[config.mk]
export PLATFORM = sky130hd
export DESIGN_NAME = mdu_ctrl
export DESIGN_NICKNAME = d
export VERILOG_FILES = /design/src/rtl/mdu_ctrl.sv
export SDC_FILE = /design/constraint.sdc
export NUM_CORES = 2
export LEC_CHECK = 0
export CAP_MARGIN = 0
export CORE_MARGIN = 2
export CORE_UTILIZATION = 55
export CTS_BUF_LIST = sky130_fd_sc_hd__clkbuf_4
export DETAILED_ROUTE_END_ITERATION = 8
export PLACE_DENSITY_LB_ADDON = 0.05
export SYNTH_ARGS = -nofsm -noshare
export SYNTH_HDL_FRONTEND = slang
export SYNTH_SLANG_ARGS = --single-unit
[constraint.sdc]
create_clock -name i_clk -period 11.49 [get_ports i_clk]
set_input_delay 2.298 -clock i_clk [delete_from_list [all_inputs] [get_ports i_clk]]
set_output_delay 2.298 -clock i_clk [all_outputs]
set_load 0.02 [all_outputs]
[src/rtl/mdu_ctrl.sv]
// RV32M multiply/divide controller: drives the combinational multiplier and
// runs a radix-2 restoring divider. Optional early-out divide: MDU_FAST_DIV_EN.
module mdu_ctrl #(
   parameter int XLEN = 32
) (
   input  logic            i_clk,
   input  logic            i_rst_n,
   input  logic            i_flush,
   input  logic            i_valid,
   output logic            o_ready,
   input  logic [2:0]      i_funct3,
   input  logic [XLEN-1:0] i_rs1,
   input  logic [XLEN-1:0] i_rs2,
   output logic            o_valid,
   input  logic            i_res_ready,
   output logic [XLEN-1:0] o_result,
   output logic            o_busy
);
   typedef enum logic [2:0] {S_IDLE, S_MUL, S_DIV, S_FIX, S_DONE} state_t;

   state_t            r_state;
   logic [2:0]        r_funct3;
   logic [XLEN-1:0]   r_rs1, r_rs2;
   logic [2*XLEN-1:0] r_prod;
   logic              r_mul_ph, r_div_init;
   logic [XLEN-1:0]   r_quot, r_rem, r_dvs;
   logic [4:0]        r_cnt;
   logic              r_neg_q, r_neg_r;
   logic              r_valid;
   logic [XLEN-1:0]   r_result;

   logic              w_x_sign, w_y_sign;
   logic [2*XLEN-1:0] w_prod;
   logic              w_sgn_op, w_a_neg, w_b_neg, w_div0;
   logic [XLEN-1:0]   w_a_mag, w_b_mag;
   logic [XLEN:0]     w_rem_sh;
   logic              w_ge;
   logic [XLEN-1:0]   w_rem_nx, w_q_fix, w_r_fix;

   assign o_valid  = r_valid;
   assign o_result = r_result;
   assign o_ready  = (r_state == S_IDLE);
   assign o_busy   = (r_state != S_IDLE);

   assign w_x_sign = (r_funct3[1:0] == 2'b01) || (r_funct3[1:0] == 2'b10);
   assign w_y_sign = (r_funct3[1:0] == 2'b01);

   mult #(.W(XLEN)) u_mult (
      .i_x      (r_rs1),
      .i_y      (r_rs2),
      .i_x_sign (w_x_sign),
      .i_y_sign (w_y_sign),
      .o_p      (w_prod)
   );

   assign w_sgn_op = ~r_funct3[0];
   assign w_a_neg  = w_sgn_op & r_rs1[XLEN-1];
   assign w_b_neg  = w_sgn_op & r_rs2[XLEN-1];
   assign w_a_mag  = w_a_neg ? -r_rs1 : r_rs1;
   assign w_b_mag  = w_b_neg ? -r_rs2 : r_rs2;
   assign w_div0   = (r_rs2 == '0);

   // Shifted remainder is one bit wider than the divisor so |INT_MIN| fits.
   assign w_rem_sh = {r_rem, r_quot[XLEN-1]};
   assign w_ge     = (w_rem_sh >= {1'b0, r_dvs});
   assign w_rem_nx = w_ge ? (w_rem_sh[XLEN-1:0] - r_dvs) : w_rem_sh[XLEN-1:0];
   assign w_q_fix  = r_neg_q ? -r_quot : r_quot;
   assign w_r_fix  = r_neg_r ? -r_rem : r_rem;

`ifdef MDU_FAST_DIV_EN
   logic w_ovf;
   assign w_ovf = w_sgn_op & (r_rs1 == {1'b1, {(XLEN-1){1'b0}}}) & (&r_rs2);
`endif

   always_ff @(posedge i_clk or negedge i_rst_n) begin
      if (!i_rst_n) begin
         r_state    <= S_IDLE;
         r_funct3   <= '0;
         r_rs1      <= '0;
         r_rs2      <= '0;
         r_prod     <= '0;
         r_mul_ph   <= 1'b0;
         r_div_init <= 1'b0;
         r_quot     <= '0;
         r_rem      <= '0;
         r_dvs      <= '0;
         r_cnt      <= '0;
         r_neg_q    <= 1'b0;
         r_neg_r    <= 1'b0;
         r_valid    <= 1'b0;
         r_result   <= '0;
      end else if (i_flush) begin
         r_state <= S_IDLE;
         r_valid <= 1'b0;
      end else begin
         case (r_state)
            S_IDLE: if (i_valid) begin
               r_funct3   <= i_funct3;
               r_rs1      <= i_rs1;
               r_rs2      <= i_rs2;
               r_mul_ph   <= 1'b0;
               r_div_init <= 1'b1;
               r_state    <= i_funct3[2] ? S_DIV : S_MUL;
            end
            // First MUL cycle registers the full product, second selects the word.
            S_MUL: if (!r_mul_ph) begin
               r_prod   <= w_prod;
               r_mul_ph <= 1'b1;
            end else begin
               r_result <= (r_funct3[1:0] == 2'b00) ? r_prod[XLEN-1:0] : r_prod[2*XLEN-1:XLEN];
               r_valid  <= 1'b1;
               r_state  <= S_DONE;
            end
            S_DIV: if (r_div_init) begin
               r_div_init <= 1'b0;
               r_rem      <= '0;
               r_cnt      <= 5'd31;
               r_quot     <= w_a_mag;
               r_dvs      <= w_b_mag;
               // Divide by zero must yield all-ones regardless of operand signs.
               r_neg_q    <= (w_a_neg ^ w_b_neg) & ~w_div0;
               r_neg_r    <= w_a_neg;
`ifdef MDU_FAST_DIV_EN
               if (w_div0 || w_ovf) begin
                  r_quot  <= w_div0 ? '1 : r_rs1;
                  r_rem   <= w_div0 ? r_rs1 : '0;
                  r_neg_q <= 1'b0;
                  r_neg_r <= 1'b0;
                  r_state <= S_FIX;
               end
`endif
            end else begin
               r_quot <= {r_quot[XLEN-2:0], w_ge};
               r_rem  <= w_rem_nx;
               if (r_cnt == 5'd0) r_state <= S_FIX;
               else               r_cnt   <= r_cnt - 5'd1;
            end
            S_FIX: begin
               r_result <= r_funct3[1] ? w_r_fix : w_q_fix;
               r_valid  <= 1'b1;
               r_state  <= S_DONE;
            end
            S_DONE: if (i_res_ready) begin
               r_valid <= 1'b0;
               r_state <= S_IDLE;
            end
            default: r_state <= S_IDLE;
         endcase
      end
   end
endmodule

// Combinational W x W multiplier with per-operand signedness; full 2W product.
module mult #(
   parameter int W = 32
) (
   input  logic [W-1:0]   i_x,
   input  logic [W-1:0]   i_y,
   input  logic           i_x_sign,
   input  logic           i_y_sign,
   output logic [2*W-1:0] o_p
);
   logic [2*W-1:0] w_x_ext, w_y_ext;

   // Sign-extending to 2W and truncating gives the exact product for all sign modes.
   assign w_x_ext = {{W{i_x_sign & i_x[W-1]}}, i_x};
   assign w_y_ext = {{W{i_y_sign & i_y[W-1]}}, i_y};
   assign o_p     = w_x_ext * w_y_ext;
endmodule

After elaboration in Yosys (flattened, before gate mapping). Cells that the tools add are included.

Output and inout port bits: 35. Bits of input ports: 72. Word-level logic and storage cells: 96. Bits in registers: 271.

Reduce and logical (&&, ||, !) cells: 20. Add/subtract/negate cells: 6. Multiplexer cells: 29. Order comparisons: 1. Equality and inequality tests: 14. Multipliers: 1. Bitwise logic cells: 10.

Operators with widths (number): 2-to-1 mux 32 bit (10); negator 32 bit (4); multiplier 33 x 33 -> 64 bit (1); case mux 32 bit (2 select lines) (1); greater-or-equal comparator 33 x 32 -> 1 bit (1); zero test 32 bit (1); subtractor 32 bit (1); AND reduction 3 bit (8); 2-to-1 mux 3 bit (6); != test 3 bit (second input constant) (5); case mux 3 bit (5 select lines) (1); 2-to-1 mux 5 bit (2); == test 3 x 2 -> 1 bit (second input constant) (2); != test 2 bit (second input constant) (3); nonzero test 2 bit (3); bitwise AND 1 bit (5); zero test 5 bit (1); 2-to-1 mux 1 bit (5); AND reduction 5 bit (1); subtractor 5 x 1 -> 5 bit (second input constant) (1); inverter 1 bit (4); case mux 1 bit (2 select lines) (2); nonzero test 4 bit (1); == test 3 x 1 -> 1 bit (second input constant) (1); 11 further kinds (11).

Longest topological paths before layout.
Depth after elaboration: 5. Mapped depth: 35. Depth with buffers taken out: 30.

Hierarchy. A second synthesis with hierarchy kept.

Cells, all modules: 5842. Area total of the unflattened synthesis: 53760.3 sq um.

By module, submodules not included: mult (area an instance 37673.6 sq um, instances 1, cells an instance 4122); mdu_ctrl (area an instance 16086.7 sq um, instances 1, cells an instance 1720).

Worst setup path after synthesis. Ideal clock, no wire load.

Kind: register to register. From: register r_funct3[1]. To: register r_prod[58]. Arrival: 8540 ps. Path slack: 2825 ps. Path buffers: 5. Period minus slack after synthesis: 8665 ps. Stages on the path, launching flop included: 35. Cell sequence: dfrtp_1 -> clkbuf_1 -> inv_1 -> buf_4 -> ha_1 -> and2_1 -> clkbuf_1 -> clkbuf_1 -> nand2_1 -> inv_1 -> fa_1 -> inv_1 -> fa_1 -> inv_1 -> fa_1 -> fa_1 -> inv_1 -> fa_1 -> inv_1 -> fa_1 -> inv_1 -> fa_1 -> fa_1 -> inv_1 -> ha_1 -> clkbuf_1 -> nand4_1 -> a21o_1 -> a2111oi_2 -> o21ai_0 -> a31oi_1 -> a32o_1 -> a41oi_1 -> xnor2_1 -> mux2_2.

Cells in the longest elaborated chain, start to end: 4. Elaborated cells between the ends (all ways): 6. Those cells by class: 1 x mul; 2 x eq/ne; 2 x bitwise; 1 x reduce/logical.

Ends and longest elaborated chain: from (decl) (RTL line 22) `logic [2:0] r_funct3;`; from (signal assigned) (RTL line 98) `r_funct3 <= i_funct3;`; == test 2 x 1 -> 1 bit / == test 2 bit (equally long branches) (RTL line 45, 46); logical OR 1 bit (RTL line 45) `assign w_x_sign = (r_funct3[1:0] == 2'b01) || (r_funct3[1:0] == 2'b10);`; bitwise AND 1 bit (RTL line 166) `assign w_x_ext = {{W{i_x_sign & i_x[W-1]}}, i_x};`; multiplier 33 x 33 -> 64 bit (*) (RTL line 168) `assign o_p = w_x_ext * w_y_ext;`; to (signal assigned) (RTL line 107) `r_prod <= w_prod;`; to (decl) (RTL line 24) `logic [2*XLEN-1:0] r_prod;`.

Every way passes the cells marked *; elsewhere a longest branch is shown, timed or not. A chain may end at the register's enable or synchronous reset.

Worst setup path after layout. Same ends and word-level chain as after synthesis.

==> summary.md <==
| Metric | Value |
|---|---|
| Post-synth net total | ~7500 |
| Slowest-stage cell, CP | and2_1 |
| First-pass GRT wire length | 257800 um |
| Clock skew | 0.09452 ns |
| Synthesized area | 0.05369 mm^2 |
| YS warnings | 0 |
| Grt peak-use layer | met2 |
| Worst slew pin tran | 1.293 ns |
| Clk slew on worst S/H paths | about 0.07 ns |
| CTS tree | done |
| Final Hold Fails | 0 |
| Hold EP | o_result[31] |
| Non-filler cells, final | a little over 7000 |
| Initial antenna violation count | 16 |
| Met2 Usage GRT | 0.5460 |
| Commonest non-fill, non-tap cell in the layout | inv_1 |
| Synth area leader | fa_1 |
| Hold path start | o_result[31] |
| Die area | approximately 0.10 mm^2 |
| Max Root-Sink Buffers | 3 |
| Initial DRC Count | around 3000 |
| 1st-pass router iterations | 7 |
| Post-route ant nets | 0 |
| Std cell rows | 114 |
| Area share of the largest cell type after synthesis | 0.4198 |
| Netlist cell types | 71 |
| Peak Freq | approximately 0.10 GHz |
| R2R Path End | r_prod[58] |
| IO Pins | 107 |
| Core ar. | roughly 0.097 mm^2 |
| Critical Path RT | around 12 ns |
| Starting Density | 0.5552 |
| GRT met3 Usage | 0.05043 |
| Routed wire per std cell | roughly 23 um |
| Post-CTS sizing | 0 |
| Largest stage delay, worst path | 0.85 ns |
| Top cells by area, synth | fa_1 42%, dfrtp_1 13%, inv_1 8.4%, nand2_1 7.5%, ha_1 5.9% |
| Vias in the first global route | approximately 43000 |
| Clk_lat worst skew | a little under 0.9 ns |
| CTS HTree Levels | 3 |
| Number of synthesized flops with an enable pin | 0 |
| Final setup fails | 0 |
| Minimum clock period | 9.807 ns |
| DP Wirelength | 127900 um |
| Most frequent cells in the layout | 1208 x inv_1, 1126 x fa_1, 1070 x nand2_1 |
| Post-synth ARST share | 1.000 |
| Launch point of the worst reg-to-reg path | r_funct3[1] |
| Met1 GRT Util | 0.4783 |
| RSZ-0062 raised after global routing | no |
| FF+latch count, synth | 271 |
| CTS Root Buffer Type | clkbuf_4 |
| Crit end category | register |
| Overall routing resource usage | 0.3425 |
| Post-CTS Hold Buffers | 0 |
| Clock sink count | 271 |
| P&R area growth vs syn | 5.705% |
| IO buf count | 106 |
| Startpoint types | register |
| Die Ht | 316.4 um |
| R2R Setup Slk | 1.68 ns |
| Outcome | finished clean |
| Hold Crit Class | reg -> reg |
| TritonCTS buffer count | slightly above 80 |
| Crit-path max FO | 18 |
| Main synth FF type | dfrtp_1 |
| Period utilization | 0.8535 |
| Worst setup path class | reg -> reg |
| Total gr overflow | 0 |
| Drc violations | 0 |
| Detailed Route WL | roughly 170000 um |
| Inst Count DP | 7107 |
| Chip width | 316.4 um |
| Crit path DAT | ~11 ns |
| Drt via density | 5.665 |
| Via Count | 41140 |
| Layout cells sized above 1 | 0.05487 |
| Most used cell, CP | fa_1 |
| Largest net degree at the start of global routing | 120 |
| Worst Hold Depth | 2 |
| Setup TNS | 0 ns |
| Relative slew slack | 0.1379 |
| Synthesized instance count | between 6000 and 7000 |
| Final Net Count | 7365 |
| Syn_area_per_cell | 8.928 um^2 |
| Sequential element share of the synthesized area | 0.1263 |
| Max-cap violations | 0 |
| Max-slew violations | 0 |
| Gpl congestion | ~0.94 |
| Worst r2r path cells | 28 |
| Setup bufs post-CTS | 0 |
## cell usage after synthesis, types with 13 or more instances
master       n
a31oi_1     16
nand4_1     19
o21bai_1    17
nor3_1      34
dfrtp_1    271
mux2_2      70
inv_1     1208
buf_1       65
nor2b_1     15
a211oi_1    13
or4_1       13
nand3_1     24
a21o_1      57
and2_1     306
nand2_1   1072
fa_1      1126
and3_1      32
o21a_1      14
o41ai_1     14
nor2_1     153
or3_1       15
a21oi_1    160
clkbuf_1   311
ha_1       252
xnor2_1    139
mux2i_1     60
o21ai_0    291
o31ai_1     31
nor4_1      18
xor2_1      80
## layer usage
layer,vias up,part of all wire
met5,-,0.000067
met4,2,0.037
li1,17910,-
met2,1529,0.47
met3,309,0.075
met1,21400,0.42
## how the worst max path moves through the flow
| stage | end | from | slack, ns | cells past startpoint |
|---|---|---|---|---|
| 6_report | r_prod[58] | r_funct3[1] | 1.68 | 28 |
| 2_1_floorplan | r_prod[58] | r_funct3[1] | 2.83 | 34 |
| 3_5_place_dp | r_prod[60] | r_funct3[1] | 1.80 | 26 |
| 5_1_grt | r_prod[60] | r_funct3[1] | 1.20 | 26 |
| 3_3_place_gp | r_prod[58] | r_funct3[1] | 2.03 | 28 |
| 4_1_cts | r_prod[60] | r_funct3[1] | 1.68 | 26 |
## critical path: cells and delay by family, from the launching register on
| family | cells | cell delay (ns) |
|---|---|---|
| AOI/OAI and AO/OA | 4 | 0.99 |
| xor gates and xnor gates | 1 | 0.15 |
| adders and majority gates | 10 | 5.18 |
| buffers and inverters | 6 | 0.97 |
| DFF | 1 | 0.34 |
| muxes | 1 | 0.27 |
| and+or+nand+nor | 6 | 1.72 |
## state kept, by name, summed over array words and instances, names as in the netlist
signal	count
r_funct3	2
r_div_init	1
o_valid	1
r_prod	64
r_neg_q	1
r_neg_r	1
r_state	3
o_result	32
r_rs1	32
r_dvs	32
r_cnt	5
r_quot	32
r_rem	32
r_rs2	32
r_mul_ph	1
## cells by family after synthesis
logic type      share of synthesized area
buf+inv                            0.1112
compound gates                    0.07599
xor+xnor                          0.03572
mux                               0.02608
flops                              0.1263
simple gates                       0.1461
fa+ha+maj                          0.4786
## final cells by class
cell class | instances | area [um^2]
diodes | 9 | 22.52
well taps | 1276 | 1597
clock inverters | 31 | 200.2
fillers | 8833 | 39950
multi-input cells | 4154 | 40980
inverters | 1209 | 4538
flip-flops and latches | 271 | 6785
repair buffers | 197 | 1762
clock buffers | 116 | 870.8
## through the flow
step | area [um^2] | setup WS [ns] | hold slack (ns) | utilization
global route | 56750 | 1.197 | 0.5040 | 0.5868
CTS | 56730 | 1.677 | 0.4786 | 0.5866
detailed placement | 55660 | 1.805 | 0.4620 | 0.5756
global placement | 55660 | 2.027 | 0.4579 | 0.5756
finish | 56750 | 1.683 | 0.4779 | 0.5869
floorplan | 53690 | 2.825 | 0.4380 | -
Power is left out: the tool's default activity adds up to more than one toggle a clock period on the data nets, which glitch-free logic cannot reach.
